### src/rtl/pipeline_pkg.sv
// Shared definitions for the pipeline sequencer: FSM encoding, default
// mult/div latency and the bundle of pipeline-register control bits.
package pipeline_pkg;

  typedef enum logic {
    RUN = 1'b0,
    MDU = 1'b1
  } state_t;

  localparam int MDU_CYCLES_DEFAULT = 4;

  // Enables and flushes for PC, IF/ID, ID/EX, EX/MEM and MEM/WB.
  typedef struct packed {
    logic pc_en;
    logic ifid_en;
    logic ifid_flush;
    logic idex_en;
    logic idex_flush;
    logic exmem_en;
    logic exmem_flush;
    logic memwb_en;
  } pipe_ctrl_t;

  // Everything advances, nothing is cleared.
  localparam pipe_ctrl_t CTRL_RUN = '{
    pc_en: 1'b1, ifid_en: 1'b1, ifid_flush: 1'b0, idex_en: 1'b1,
    idex_flush: 1'b0, exmem_en: 1'b1, exmem_flush: 1'b0, memwb_en: 1'b1
  };

  // Whole pipeline frozen while data memory is not ready.
  localparam pipe_ctrl_t CTRL_FREEZE = '0;

  // Front end held while the mult/div owns EX; a bubble enters EX/MEM.
  localparam pipe_ctrl_t CTRL_MDU_STALL = '{
    pc_en: 1'b0, ifid_en: 1'b0, ifid_flush: 1'b0, idex_en: 1'b0,
    idex_flush: 1'b0, exmem_en: 1'b1, exmem_flush: 1'b1, memwb_en: 1'b1
  };

endpackage

### src/rtl/pipeline_sequencer_if.sv
// Request and control bundle between the hazard/datapath side (master)
// and the stall/flush sequencer (slave).
interface pipeline_sequencer_if #(
  parameter int CNT_W = 16
);

  logic             hazard_req;
  logic             redirect;
  logic             mdu_start;
  logic             mem_wait;
  logic             pc_en;
  logic             ifid_en;
  logic             ifid_flush;
  logic             idex_en;
  logic             idex_flush;
  logic             exmem_en;
  logic             exmem_flush;
  logic             memwb_en;
  logic             mdu_busy;
  logic             mdu_done;
  logic [CNT_W-1:0] stall_cycles;

  modport master (
    output hazard_req, redirect, mdu_start, mem_wait,
    input  pc_en, ifid_en, ifid_flush, idex_en, idex_flush,
           exmem_en, exmem_flush, memwb_en, mdu_busy, mdu_done, stall_cycles
  );

  modport slave (
    input  hazard_req, redirect, mdu_start, mem_wait,
    output pc_en, ifid_en, ifid_flush, idex_en, idex_flush,
           exmem_en, exmem_flush, memwb_en, mdu_busy, mdu_done, stall_cycles
  );

endinterface

### src/rtl/sat_counter.sv
// Up-counter that sticks at all-ones instead of wrapping.
module sat_counter #(
  parameter int W = 16
) (
  input  logic         clk,
  input  logic         reset,
  input  logic         en,
  output logic [W-1:0] count
);

  // Count enabled cycles, holding once the maximum is reached.
  always_ff @(posedge clk or posedge reset) begin
    // NOTE: registers use non-blocking assignments so every flop samples
    // pre-edge values regardless of process ordering.
    if (reset) begin
      count <= '0;
    end else if (en && (count != '1)) begin
      count <= count + 1'b1;
    end
  end

endmodule

### src/rtl/pipeline_sequencer.sv
// Central stall/flush sequencer for the 5-stage pipeline. Priority, highest
// first: memory wait, mult/div occupancy, load-use hazard, redirect.
module pipeline_sequencer
  import pipeline_pkg::*;
#(
  parameter int MDU_CYCLES = MDU_CYCLES_DEFAULT,
  parameter int CNT_W      = 16
) (
  input logic                 clk,
  input logic                 reset,
  pipeline_sequencer_if.slave bus
);

  state_t     state, next_state;
  logic [3:0] cnt, next_cnt;
  pipe_ctrl_t ctrl;
  logic       done;

  // State and remaining-stall counter.
  always_ff @(posedge clk or posedge reset) begin
    if (reset) begin
      state <= RUN;
      cnt   <= '0;
    end else begin
      state <= next_state;
      cnt   <= next_cnt;
    end
  end

  // Priority resolution into next state and register controls.
  always_comb begin
    // NOTE: every output of this block gets a default first, so no path
    // leaves one unassigned and no latch is inferred.
    next_state = state;
    next_cnt   = cnt;
    ctrl       = CTRL_RUN;
    done       = 1'b0;

    if (reset) begin
      // Outputs show RUN defaults for the whole reset, whatever the inputs.
      ctrl = CTRL_RUN;
    end else if (bus.mem_wait) begin
      // Full freeze; state and cnt hold, which stretches any MDU cycle.
      ctrl = CTRL_FREEZE;
    end else if (state == MDU && cnt != 4'd0) begin
      ctrl     = CTRL_MDU_STALL;
      next_cnt = cnt - 4'd1;
    end else if (state == RUN && bus.mdu_start) begin
      ctrl       = CTRL_MDU_STALL;
      next_cnt   = 4'(MDU_CYCLES - 2);
      next_state = MDU;
    end else begin
      // RUN without a new mult/div, or the MDU done cycle. In the done cycle
      // a still-high mdu_start is ignored: ID/EX advances and replaces it.
      if (state == MDU) begin
        done       = 1'b1;
        next_state = RUN;
      end
      if (bus.hazard_req) begin
        // A redirect alongside depends on the load; it is re-resolved later.
        ctrl.pc_en      = 1'b0;
        ctrl.ifid_en    = 1'b0;
        ctrl.idex_flush = 1'b1;
      end else if (bus.redirect) begin
        ctrl.ifid_flush = 1'b1;
      end
    end
  end

  assign bus.pc_en       = ctrl.pc_en;
  assign bus.ifid_en     = ctrl.ifid_en;
  assign bus.ifid_flush  = ctrl.ifid_flush;
  assign bus.idex_en     = ctrl.idex_en;
  assign bus.idex_flush  = ctrl.idex_flush;
  assign bus.exmem_en    = ctrl.exmem_en;
  assign bus.exmem_flush = ctrl.exmem_flush;
  assign bus.memwb_en    = ctrl.memwb_en;
  assign bus.mdu_busy    = (state == MDU) && !reset;
  assign bus.mdu_done    = done;

  sat_counter #(.W(CNT_W)) u_stall_cnt (
    .clk   (clk),
    .reset (reset),
    .en    (!ctrl.pc_en),
    .count (bus.stall_cycles)
  );

endmodule

### src/flat_wrapper.sv
// flat-port wrapper written by rule: the top's interface ports become plain ports
module pipeline_sequencer_flat import pipeline_pkg::*;
#(
  parameter int MDU_CYCLES = MDU_CYCLES_DEFAULT,
  parameter int CNT_W      = 16
)
  (clk, reset, bus_hazard_req, bus_redirect, bus_mdu_start, bus_mem_wait, bus_pc_en, bus_ifid_en, bus_ifid_flush, bus_idex_en, bus_idex_flush, bus_exmem_en, bus_exmem_flush, bus_memwb_en, bus_mdu_busy, bus_mdu_done, bus_stall_cycles);
  pipeline_sequencer_if #(.CNT_W(CNT_W)) bus_i ();
  input logic clk;
  input logic reset;
  input wire logic [$bits(bus_i.hazard_req)-1:0] bus_hazard_req;
  input wire logic [$bits(bus_i.redirect)-1:0] bus_redirect;
  input wire logic [$bits(bus_i.mdu_start)-1:0] bus_mdu_start;
  input wire logic [$bits(bus_i.mem_wait)-1:0] bus_mem_wait;
  output wire logic [$bits(bus_i.pc_en)-1:0] bus_pc_en;
  output wire logic [$bits(bus_i.ifid_en)-1:0] bus_ifid_en;
  output wire logic [$bits(bus_i.ifid_flush)-1:0] bus_ifid_flush;
  output wire logic [$bits(bus_i.idex_en)-1:0] bus_idex_en;
  output wire logic [$bits(bus_i.idex_flush)-1:0] bus_idex_flush;
  output wire logic [$bits(bus_i.exmem_en)-1:0] bus_exmem_en;
  output wire logic [$bits(bus_i.exmem_flush)-1:0] bus_exmem_flush;
  output wire logic [$bits(bus_i.memwb_en)-1:0] bus_memwb_en;
  output wire logic [$bits(bus_i.mdu_busy)-1:0] bus_mdu_busy;
  output wire logic [$bits(bus_i.mdu_done)-1:0] bus_mdu_done;
  output wire logic [$bits(bus_i.stall_cycles)-1:0] bus_stall_cycles;
  assign bus_i.hazard_req = bus_hazard_req;
  assign bus_i.redirect = bus_redirect;
  assign bus_i.mdu_start = bus_mdu_start;
  assign bus_i.mem_wait = bus_mem_wait;
  assign bus_pc_en = bus_i.pc_en;
  assign bus_ifid_en = bus_i.ifid_en;
  assign bus_ifid_flush = bus_i.ifid_flush;
  assign bus_idex_en = bus_i.idex_en;
  assign bus_idex_flush = bus_i.idex_flush;
  assign bus_exmem_en = bus_i.exmem_en;
  assign bus_exmem_flush = bus_i.exmem_flush;
  assign bus_memwb_en = bus_i.memwb_en;
  assign bus_mdu_busy = bus_i.mdu_busy;
  assign bus_mdu_done = bus_i.mdu_done;
  assign bus_stall_cycles = bus_i.stall_cycles;
  pipeline_sequencer #(.MDU_CYCLES(MDU_CYCLES), .CNT_W(CNT_W)) u_core (.clk(clk), .reset(reset), .bus(bus_i));
endmodule
### config.mk
export PLATFORM = sky130hd
export DESIGN_NAME = pipeline_sequencer_flat
export DESIGN_NICKNAME = d
export VERILOG_FILES = /design/src/rtl/pipeline_pkg.sv /design/src/rtl/pipeline_sequencer_if.sv /design/src/rtl/sat_counter.sv /design/src/rtl/pipeline_sequencer.sv /design/src/flat_wrapper.sv
export SDC_FILE = /design/constraint.sdc
export NUM_CORES = 1
export LEC_CHECK = 0
export BUFFER_PORTS_ARGS = -buffer_cell sky130_fd_sc_hd__buf_2
export CAP_MARGIN = 30
export CORE_UTILIZATION = 52
export CTS_CLUSTER_SIZE = 14
export DETAILED_ROUTE_END_ITERATION = 7
export PLACE_DENSITY = 0.83
export SLEW_MARGIN = 20
export SYNTH_ARGS = -nofsm -noshare
export SYNTH_HDL_FRONTEND = slang
export SYNTH_SLANG_ARGS = --single-unit
### constraint.sdc
create_clock -name clk -period 2.85 [get_ports clk]
set_clock_uncertainty 0.15 [all_clocks]
set_input_delay 0.57 -clock clk [delete_from_list [all_inputs] [get_ports clk]]
set_output_delay 0.57 -clock clk [all_outputs]
set_load 0.01 [all_outputs]
# ---- After elaboration in Yosys (flattened, before gate mapping)
# Index checks and enable logic that the tools add are counted.
dict set report word_totals {
  input_bits 6
  register_bits 21
  elab_cells 39
}
dict set report op_classes {
  n_eq_ne 1
  bitwise 4
  muxes 19
  reduce_logical 10
  n_addsub 2
}
# operator n
set ops {}
lappend ops {{8-bit two-way mux} 3}
lappend ops {{16-bit by 1-bit adder with 16-bit output (second input constant)} 1}
lappend ops {{16-bit inequality test (second input constant)} 1}
lappend ops {{1-bit two-way mux} 11}
lappend ops {{4-bit two-way mux} 2}
lappend ops {{3-bit AND reduction} 2}
lappend ops {{1-bit logical AND} 4}
lappend ops {{2-bit two-way mux} 2}
lappend ops {{1-bit inverter} 4}
lappend ops {{4-bit nonzero test} 1}
lappend ops {{4-bit by 1-bit subtractor with 4-bit output (second input constant)} 1}
lappend ops {{3-bit two-way mux} 1}
lappend ops {{1-bit zero test} 2}
lappend ops {{2-bit nonzero test} 1}

# ---- Logic depth before layout (Yosys ltp)
dict set report logic_depth {
  word_depth 8
  ltp_mapped 8
  mapped_depth_nobuf 7
}

# ---- Modules after synthesis
# Synthesis repeated with hierarchy kept, for this count alone.
dict set report unflattened {
  hier_cells 122
  area_unflattened_um2 1199.9
}
# mod instances area_per_inst_um2 cells_per_inst
set modules_own_cells {}
lappend modules_own_cells {sat_counter 1 805.8 71}
lappend modules_own_cells {pipeline_sequencer 1 394.1 51}

# ---- Least setup slack after synthesis
# OpenSTA, ideal clock, no wires.
dict set report synth_timing {
  path_type {reg-to-output}
  start {reg u_core.cnt[0]}
  end {out bus_pc_en}
  path_stages_with_launch 8
  path_buffers 2
  slack_ns 0.624
  t_arrival_ns 1.506
  cell_sequence {dfrtp_1 > inv_1 > ha_1 > nor3b_2 > a311oi_4 > inv_2 > buf_6 > buf_4}
}
dict set report synth_between {
  elab_chain_cells 5
}
# item line_no
set synth_rtl {}
lappend synth_rtl {{start: declaration} pipeline_sequencer.sv:15} ;# logic [3:0] cnt, next_cnt;
lappend synth_rtl {{start signal: assignment} pipeline_sequencer.sv:26} ;# cnt <= next_cnt;
lappend synth_rtl {{4-bit nonzero test} pipeline_sequencer.sv:45} ;# end else if (state == MDU && cnt != 4'd0) begin
lappend synth_rtl {{1-bit logical AND} pipeline_sequencer.sv:45}
lappend synth_rtl {{8-bit two-way mux} pipeline_sequencer.sv:45}
lappend synth_rtl {{8-bit two-way mux} pipeline_sequencer.sv:42} ;# end else if (bus.mem_wait) begin
lappend synth_rtl {{8-bit two-way mux} pipeline_sequencer.sv:39} ;# if (reset) begin
lappend synth_rtl {{end: declaration} flat_wrapper.sv:15} ;# output wire logic [$bits(bus_i.pc_en)-1:0] bus_pc_en;
# No other way between the ends.

# ---- Worst setup path after layout
# Same ends and word-level chain as after synthesis.

==> impl_metrics.toml <==
[finish]
final_common_cell = "buf_2"
diodes = 0
drive_gt1_share_pct = 30.9
fin_util_pct = 64.3
final_cell_mix = "buf_2, dfrtp_1, xor2_1"
nets = 162
syn2layout_area_growth_pct = 16.3

[critical_path]
crit_fanout = 12
r2r_slack_ns = 0.42
required_ns = 2.13
r2r_cells = 7
reg2reg_from = "u_core.cnt[0]$_DFFE_PP0P_"
critPathTopFamily = "buffers and inverters"
cp_slowest_cell = "dfrtp_1"
worstSetupPathType = "reg2out"
end_kind = "output pin"
crit_buf_inv = 3
path_cells = "inv_1 > ha_1 > nor3b_4 > a311oi_4 > inv_2 > buf_2"
start_kind = "register"
reg2reg_to = "u_core.u_stall_cnt.count[1]$_DFFE_PP0P_"
arrival_ns = 2.02
slowest_delay_ns = 0.45

[pwr]
p_int_uw = 552
p_seq_share_pct = 52.4
p_leak_uw = 0.000691
power_density_mw_per_mm2 = 625
swShare_pct = 38.5
p_switching_uw = 345
ir_drop_mv = 0.397
p_comb_share_pct = 31.5
clkPwrFrac_pct = 16.2

[die]
num_rows = 17
ioPinCount = 32
chipWidth_um = 50.7
die-area_mm2 = 0.00257
start_util_pct = 55.3
die_h_um = 50.7
core_mm2 = 0.00223

[clock_network]
postCtsHoldBufs = 0
cts_buffers = 3
worstSkewPairLatency_ns = 0.30
path_clk_slew_ns = 0.12
cts_root_buf = "clkbuf_4"
htree_levels = 1
cts_sinks = 21
clk_path_buf_depth = 2
cts_tree = "done"

[run_status]
status = "finished, final reports clean"

[timing]
period_share_pct = 96.1
setup_viol = 0
hold_viol = 0
slew_violations = 0
worst_hold_slack_ns = 0.229
fin_crit_ns = 2.74
fmax_mhz = 365
fin_ws_ns = 0.112
worst_slew_pin_slew_ns = 0.598
slew_headroom_pct = 59.8

[routing]
vias = 1043
viasPerCell = 5.79
ant_nets = 0
drcViolationCount = 0
wl_per_cell_um = 14.2
first_pass_iters = 4
drt_iter0_drc = 21
wirelength_mm = 2.56

[synth]
synth_cell_type_count = 37
synth_nets = 129
synth_top_area_cell = "dfrtp_1"
yosysSeqAreaShare_pct = 42.6
synth_area_leaders = "dfrtp_1, xor2_1, nor4b_2"
yosysWarnings = 0
syn_inst = 120
synth-seq-cells = 21
yosysTopAreaCellShare_pct = 42.6
avgSynthCellArea_um2 = 10.3
netlist_area_mm2 = 0.00123

[grt]
grt_pass1_vias = 1035
antenna_found_initial = 0
grt_overflow = 0
gr-usage-all-layers_pct = 22.7
grt_max_degree = 22
grt_pass1_wl_mm = 4.46

[placement]
pre_cts_slack_ns = 0.420
hpwl_mm = 1.86
io_buffers = 31
gp_congestion = 0.790

[run]
maxCapViolCount = 0

[hold_path]
hold_path_class = "in2async"
[sequential cells by signal, indices dropped and copies added, names as in the netlist]
| register | count |
|---|---|
| u_core.u_stall_cnt.count | 16 |
| u_core.cnt | 4 |
| u_core.state | 1 |
[worst min-delay path, stage by stage]
cell   delay, ns
buf_2       0.14
inv_1       0.08
buf_4       0.28
[through the flow]
stage | area [µm²] | power (µW) | cells | setup TNS (ns)
finish | 1440 | 897 | 180 | 0
global route | 1440 | 959 | 180 | -0.00378
CTS | 1430 | 896 | 180 | 0
detailed placement | 1400 | 751 | 176 | 0
global placement | 1400 | 733 | 176 | 0
floorplan | 1230 | 639 | 120 | 0
[cell usage after synthesis, drive strengths merged]
master	n
dfrtp	21
xor2	10
nand2	8
nand3	7
inv	6
nor2	6
nor4	6
o21ai	6
nand4	5
nand2b	4
nor3	4
a22o	3
and3	3
buf	3
ha	3
mux2	3
nor4b	3
a21oi	2
nand4b	2
nor3b	2
xnor2	2
a21o	1
a22oi	1
a311oi	1
a31oi	1
and2	1
and4	1
clkbuf	1
nor2b	1
o31ai	1
or3	1
or4	1
[power groups by stage]
stage / logic (µW) / registers (µW) / clock network, µW
2_1_floorplan: 161 / 478 / 0
3_3_place_gp: 271 / 463 / 0
3_5_place_dp: 280 / 471 / 0
4_1_cts: 282 / 465 / 149
5_1_grt: 320 / 481 / 158
6_report: 282 / 470 / 145
[layer usage]
| metal | GRT usage (%) | vias up | share of wire [%] |
|---|---|---|---|
| li1 | - | 498 | - |
| met1 | 27.7 | 513 | 47 |
| met2 | 41.3 | 28 | 49 |
| met3 | 2.73 | 4 | 3.4 |
| met4 | 6.48 | 0 | 0.82 |
| met5 | 0 | - | 0 |
[cell type report]
type	instances	area, µm²
Clock buffer	3	22.5
Clock inverter	1	5.00
Fill cell	187	797
Inverter	6	22.5
Multi-Input combinational cell	89	663
Sequential cell	21	526
Tap cell	28	35.0
Timing Repair Buffer	32	163
[how the worst max path moves through the flow]
stage / start / to / slack [ns] / depth (start not counted)
6_report: u_core.cnt[0]$_DFFE_PP0P_ / bus_pc_en / 0.11 / 6
5_1_grt: u_core.cnt[0]$_DFFE_PP0P_ / bus_ifid_en / -0.002 / 6
4_1_cts: u_core.cnt[0]$_DFFE_PP0P_ / bus_ifid_flush / 0.06 / 7
3_5_place_dp: u_core.cnt[0]$_DFFE_PP0P_ / bus_ifid_flush / 0.42 / 7
3_3_place_gp: bus_hazard_req / bus_ifid_en / 0.49 / 5
2_1_floorplan: u_core.cnt[0]$_DFFE_PP0P_ / bus_pc_en / 0.62 / 7
[what timing repair did]
action / in CTS / in global routing
endpoints found under the hold margin: 0 / 0
setup buffers: 0 / 0
gates resized for setup: 0 / 2
endpoints found under the setup margin: 0 / 4
[cell families (layout without fill, tap and decap cells)]
kind of cell / Yosys count / in the layout / synth area share, %
simple gates: 55 / 55 / 29.1
buf+inv: 10 / 42 / 4.25
mux: 3 / 3 / 2.74
fa+ha+maj: 3 / 3 / 3.04
compound gates: 16 / 16 / 9.83
flops: 21 / 21 / 42.6
xor+xnor: 12 / 12 / 8.51
Power figures use the tool's default switching activity.
